## src/rtl/pea_pkg.sv

```systemverilog
// pea_pkg: shared opcodes, status codes, FSM states and log2 helper for the PEA execution stage
package pea_pkg;
    localparam logic [7:0] OP_STP = 8'd1;
    localparam logic [7:0] OP_EVP = 8'd2;
    localparam logic [7:0] OP_EVB = 8'd3;
    localparam logic [7:0] OP_CLR = 8'd4;

    localparam int ST_OK       = 0;
    localparam int ST_BAD_OP   = 1;
    localparam int ST_BAD_DEG  = 2;
    localparam int ST_NO_POLY  = 3;
    localparam int ST_ZERO_CNT = 4;

    typedef enum logic [2:0] {
        S_IDLE,
        S_DECODE,
        S_LOAD,
        S_READ_X,
        S_HORNER,
        S_WRITE,
        S_DONE
    } state_t;

    function automatic int pea_log2(input int v);
        int r = 0;
        while ((1 << r) < v) r++;
        return r;
    endfunction
endpackage

```

## src/rtl/pea_horner_mac.sv

```systemverilog
// pea_horner_mac: combinational y = acc*x + c, operands zero-extended, result modulo 2^OUT_WIDTH
//   acc : running accumulator
//   x   : evaluation point
//   c   : current coefficient
//   y   : next accumulator value
module pea_horner_mac #(
    parameter int WIDTH     = 16,
    parameter int OUT_WIDTH = 32
) (
    input  logic [OUT_WIDTH-1:0] acc,
    input  logic [WIDTH-1:0]     x,
    input  logic [WIDTH-1:0]     c,
    output logic [OUT_WIDTH-1:0] y
);
    logic [OUT_WIDTH-1:0] xe, ce;
    assign xe = {{(OUT_WIDTH-WIDTH){1'b0}}, x};
    assign ce = {{(OUT_WIDTH-WIDTH){1'b0}}, c};
    assign y  = acc * xe + ce;
endmodule

```

## src/rtl/pea_poly_exec.sv

```systemverilog
// pea_poly_exec: PEA execution stage; stores coefficients and evaluates the polynomial by Horner's rule
//   start/instr/arg2 : command from the get-command FSM
//   data_in/data_count/rd_data : data FIFO head, population and pop strobe
//   wr_out/result/status : one push per response into the output FIFOs
//   busy/done : command in progress / one-cycle completion pulse
module pea_poly_exec
    import pea_pkg::*;
#(
    parameter int WIDTH     = 16,
    parameter int OUT_WIDTH = 32,
    parameter int MAX_DEG   = 10
) (
    input  logic                      clk,
    input  logic                      rst,
    input  logic                      start,
    input  logic [7:0]                instr,
    input  logic [4:0]                arg2,
    input  logic [WIDTH-1:0]          data_in,
    input  logic [pea_log2(1024)-1:0] data_count,
    output logic                      rd_data,
    output logic                      wr_out,
    output logic [OUT_WIDTH-1:0]      result,
    output logic [OUT_WIDTH-1:0]      status,
    output logic                      busy,
    output logic                      done
);
    localparam int         IW    = pea_log2(MAX_DEG + 1);
    localparam logic [4:0] MAX_N = 5'(MAX_DEG);

    state_t               state;
    logic [7:0]           op;
    logic [4:0]           arg;
    logic [4:0]           rem;
    logic [IW-1:0]        idx;
    logic [IW-1:0]        degree;
    logic                 coef_valid;
    logic [WIDTH-1:0]     x;
    logic [OUT_WIDTH-1:0] acc;
    logic [OUT_WIDTH-1:0] mac_y;
    logic [WIDTH-1:0]     coef [0:MAX_DEG];

    // Pops are combinational so a word is taken in the same cycle it becomes available.
    assign rd_data = (state == S_LOAD || state == S_READ_X) && data_count != '0;

    pea_horner_mac #(.WIDTH(WIDTH), .OUT_WIDTH(OUT_WIDTH)) u_mac (
        .acc(acc),
        .x  (x),
        .c  (coef[idx]),
        .y  (mac_y)
    );

    always_ff @(posedge clk or posedge rst) begin
        if (rst) begin
            state      <= S_IDLE;
            op         <= '0;
            arg        <= '0;
            rem        <= '0;
            idx        <= '0;
            degree     <= '0;
            coef_valid <= 1'b0;
            x          <= '0;
            acc        <= '0;
            wr_out     <= 1'b0;
            result     <= '0;
            status     <= '0;
            busy       <= 1'b0;
            done       <= 1'b0;
            for (int i = 0; i <= MAX_DEG; i++) coef[i] <= '0;
        end else begin
            wr_out <= 1'b0;
            done   <= 1'b0;
            case (state)
                S_IDLE: if (start) begin
                    op    <= instr;
                    arg   <= arg2;
                    busy  <= 1'b1;
                    state <= S_DECODE;
                end
                S_DECODE: begin
                    result <= '0;
                    rem    <= '0;
                    if (op == OP_STP && arg <= MAX_N) begin
                        idx   <= arg[IW-1:0];
                        state <= S_LOAD;
                    end else if ((op == OP_EVP || op == OP_EVB) && coef_valid && !(op == OP_EVB && arg == '0)) begin
                        rem   <= op == OP_EVB ? arg : 5'd1;
                        state <= S_READ_X;
                    end else begin
                        // Error and CLR paths answer immediately without touching the data FIFO.
                        wr_out <= 1'b1;
                        state  <= S_WRITE;
                        status <= OUT_WIDTH'(op == OP_STP ? ST_BAD_DEG :
                                  (op == OP_EVP || op == OP_EVB) ? (coef_valid ? ST_ZERO_CNT : ST_NO_POLY) :
                                  op == OP_CLR ? ST_OK : ST_BAD_OP);
                        if (op == OP_CLR) coef_valid <= 1'b0;
                    end
                end
                S_LOAD: if (rd_data) begin
                    // Coefficients arrive highest degree first.
                    coef[idx] <= data_in;
                    if (idx == '0) begin
                        degree     <= arg[IW-1:0];
                        coef_valid <= 1'b1;
                        wr_out     <= 1'b1;
                        result     <= '0;
                        status     <= OUT_WIDTH'(ST_OK);
                        state      <= S_WRITE;
                    end else begin
                        idx <= idx - 1'b1;
                    end
                end
                S_READ_X: if (rd_data) begin
                    x     <= data_in;
                    acc   <= '0;
                    idx   <= degree;
                    state <= S_HORNER;
                end
                S_HORNER: begin
                    acc <= mac_y;
                    if (idx == '0) begin
                        wr_out <= 1'b1;
                        result <= mac_y;
                        status <= OUT_WIDTH'(ST_OK);
                        state  <= S_WRITE;
                    end else begin
                        idx <= idx - 1'b1;
                    end
                end
                S_WRITE: if (rem > 5'd1) begin
                    rem   <= rem - 5'd1;
                    state <= S_READ_X;
                end else begin
                    done  <= 1'b1;
                    busy  <= 1'b0;
                    state <= S_DONE;
                end
                S_DONE: state <= S_IDLE;
                default: state <= S_IDLE;
            endcase
        end
    end
endmodule
```

## config.mk

```make
export PLATFORM = sky130hd
export DESIGN_NAME = pea_poly_exec
export DESIGN_NICKNAME = d
export VERILOG_FILES = /design/src/rtl/pea_pkg.sv /design/src/rtl/pea_horner_mac.sv /design/src/rtl/pea_poly_exec.sv
export SDC_FILE = /design/constraint.sdc
export NUM_CORES = 2
export LEC_CHECK = 0
export ABC_AREA = 1
export BUFFER_PORTS_ARGS = -buffer_cell sky130_fd_sc_hd__buf_4
export CAP_MARGIN = 20
export CORE_MARGIN = 5
export CORE_UTILIZATION = 30
export CTS_CLUSTER_SIZE = 8
export DETAILED_ROUTE_END_ITERATION = 6
export GPL_TIMING_DRIVEN = 0
export PLACE_DENSITY = 0.41
export SYNTH_ARGS = -nofsm -noshare
export SYNTH_HDL_FRONTEND = slang
export SYNTH_HIERARCHICAL = 1
export SYNTH_SLANG_ARGS = --single-unit
```

## constraint.sdc

```tcl
create_clock -name clk -period 24 [get_ports clk]
set_clock_uncertainty 0.2 [all_clocks]
set_input_delay 3.6 -clock clk [delete_from_list [all_inputs] [get_ports clk]]
set_output_delay 3.6 -clock clk [all_outputs]
set_load 0.01 [all_outputs]
```

==> key figures <==
STA
  – Clock period minus worst slack: between 8000 and 9000 ps
  – Fin crit share: 0.356
  – Worst slew margin: 0.272
  – RSZ-0062 raised after global routing: false
  – Fmax: ~120 MHz
  – Setup violations, final: 0
  – Fin Setup TNS: 0 ps
  – Final hold violation count: 0
  – Max Transition Viols Final: 0
  – Least-Margin Pin Slew: around 1100 ps

Routing
  – First drt pass iteration count: 5
  – DRT iter0 DRCs: ~1,900
  – Drt wl/cell: 21.0 µm
  – DRC viols: 0
  – Post-route ant nets: 0
  – DRT Wirelength: 97,600 µm
  – Via Count: between 20,000 and 25,000
  – Via/cell ratio: between 4 and 5

Critical path
  – Crit path DAT: around 4800 ps
  – WP data required: roughly 20,000 ps
  – Cell mode on critical path: inv_1
  – Critical path class: in2out
  – Cells along the critical path: buf_4, inv_1, nand2_1, nor2_1, inv_1, nor2_2, inv_1, nand3_1, inv_1, buf_4
  – Worst R2R Path Depth: 22
  – Cell family with most CP delay: simple AND/OR/NAND/NOR gates
  – Reg-to-reg setup timing slack: around 16,000 ps
  – Critical path launch point type: input port
  – CP endpoint kind: primary output
  – FF-to-FF End: result[23]
  – Max incr delay on CP: about 240 ps
  – Critical-path maximum fanout: 3
  – Crit path buffers/inverters: 6
  – Critical path's slowest cell: nor2_1
  – Reg2Reg Launch Point: x[2]

Clocking
  – CTS Hold Bufs: 0
  – Clk buf depth: 3
  – CTS tree: yes
  – Clk slew on worst S/H paths: 50 ps
  – H-Tree Depth: 2
  – Clk Latency, worst-skew pair: 600 ps
  – Post-CTS sizing: 0
  – CTS Root Buffer Type: clkbuf_16
  – Num CTS Buffers: 42
  – Clk sink count: a little under 300
  – Post-CTS setup buffers: 0

GRT
  – Pin count of the biggest net entering global routing: ~110
  – GR Layer Usage met2: 0.312
  – Remaining global-route overflow: 0
  – Global routing met1 resource utilization: 0.316
  – Gr busiest metal: met1
  – First-pass GRT wire length: ~150,000 µm
  – GRT Total Usage: 0.209
  – M3 GR Usage: 0.0356
  – Vias in the first global route: 22,500
  – Initial antenna violation count: 4

Worst hold path
  – Worst hold path type: reg2reg
  – Hold path endpoint: degree[1]
  – Hold path cells: 2
  – Hold Startpoint: degree[1]

Logic synthesis
  – Netlist Area Pre-Place: around 26,000 µm²
  – Yosys warning total: 6
  – Ys flop type: dfrtp_1
  – Area share of the largest cell type after synthesis: 0.279
  – Number of synthesized flops with an enable pin: 0
  – Leading area contributor after synthesis: dfrtp_1
  – Yosys cell types: roughly 50
  – Yosys reg bits: 292
  – Syn Inst Count: about 3,300
  – Ys async rst share: 1.00
  – Sequential fraction of the synthesis area: 0.279
  – Top post-synthesis cells by area: dfrtp_1 (28%), fa_1 (24%), nand2_1 (13%)
  – Mapped Avg Cell Area: between 7 and 8 µm²

Finish
  – Syn-to-layout area delta: 12.9%
  – Fin nets: slightly below 4,000
  – Share of cells above drive strength 1: 0.0726

Floorplan
  – Core ar.: about 87,000 µm²
  – Initial Utilization: 0.302
  – Die area: a little over 90,000 µm²
  – FP Rows: around 110
  – Io pins: 110
  – Die width: 305 µm
  – Die Ht: 305 µm

Placed design
  – Gp weighted congestion: slightly below 0.9
  – DP HPWL: between 70,000 and 80,000 µm
  – Input/output buffers: 80

Outcome
  – Status: complete, no violations

Job
  – Max_cap viols: 0
==> cells by family (layout without fill, tap and decap cells) <==
kind of cell               after synthesis  after routing  synth area share
buffers and inverters                  891           1021             0.136
and+or+nand+nor                       1270           1270             0.196
muxes                                    6              6           0.00258
AOI/OAI and AO/OA                      440            440            0.0882
other                                    1             32          0.000143
xor gates and xnor gates                30             30            0.0100
adders and majority gates              409            409             0.287
DFF                                    292            292             0.279
==> through the flow <==
stage / worst slack, ps / std cells / area, µm² / utilization / hold slack [ps]
after floorplan: 12140 / 3367 / 26300 / - / 243
after global placement: 7720 / 4602 / 28300 / 0.327 / 261
after detailed placement: 15440 / 4604 / 28400 / 0.327 / 265
after CTS: 15430 / 4652 / 29500 / 0.341 / 281
after global routing: 15310 / 4652 / 29500 / 0.341 / 295
final: 15450 / 4655 / 29500 / 0.341 / 275
==> cells in the mapped netlist, types with 11 or more instances <==
master / count
xor2_1: 22
a21oi_1: 36
clkbuf_1: 132
nor2_1: 155
o21ai_0: 317
inv_1: 664
nand3_1: 129
nand4_1: 11
o21ai_1: 37
fa_1: 319
buf_2: 40
buf_4: 39
nand2_1: 933
dfrtp_1: 292
ha_1: 90
o22ai_1: 32
==> registers in the layout (all words and copies together) (netlist names) <==
register	count
done	1
result	32
rem	5
busy	1
idx	4
coef_valid	1
status	3
op	8
coef	176
state	3
arg	5
acc	32
x	16
wr_out	1
degree	4
==> worst min-delay path, stage by stage (launching register included) <==
cell and delay [ps]:
dfrtp_1 350, nand2_1 50, nand2_1 40
==> routing by layer <==
layer / vias up / part of all wire
met2: 619 / 0.42
li1: 10300 / -
met4: 4 / 0.023
met3: 105 / 0.062
met1: 10900 / 0.49
met5: - / 0.00027
==> cell type report <==
class,instances,area (µm²)
fill,9336,57100
clock inverter,3,76.3
sequential,292,7310
timing repair buffer,82,656
tap,1155,1450
antenna,3,7.51
multi-input combinational,2184,15400
buffer,221,1030
clock buffer,45,1070
inverter,670,2520
==> cells in the final DEF, fill, tap and decap left out, types with 2 or more instances in the layout <==
cell and instances:
xnor2_1 8, a21oi_2 2, inv_1 663, nor2_1 155
clkinv_16 2, buf_4 119, inv_2 6, xor2_1 22
buf_16 2, nor4_1 2, buf_2 40, nand2_1 933
nand2_2 8, nand3_2 5, o22ai_1 32, a21oi_1 36
nand3_4 2, a31o_2 2, nand3_1 129, dfrtp_1 292
o21ai_0 317, fa_1 319, clkbuf_1 134, nor3_1 9
nand3b_1 4, conb_1 29, o21ai_1 37, diode_2 3
a21o_1 2, buf_1 8, clkbuf_16 42, mux2_2 6
o21bai_1 3, nand4_1 11, a22oi_1 2, ha_1 90
nor2_2 5
==> how the worst max path moves through the flow <==
| stage | slack, ps | start | cells past startpoint | end |
|---|---|---|---|---|
| final | 15450 | data_count[8] | 10 | rd_data |
| after global routing | 15310 | data_count[9] | 10 | rd_data |
| after CTS | 15430 | data_count[8] | 10 | rd_data |
| after detailed placement | 15440 | data_count[8] | 10 | rd_data |
| after global placement | 7720 | rst | 2 | acc[25] |
| after floorplan | 12140 | rst | 1 | acc[0] |
Power is left out: the tool's default activity adds up to more than one toggle a clock period on the data nets, which glitch-free logic cannot reach.
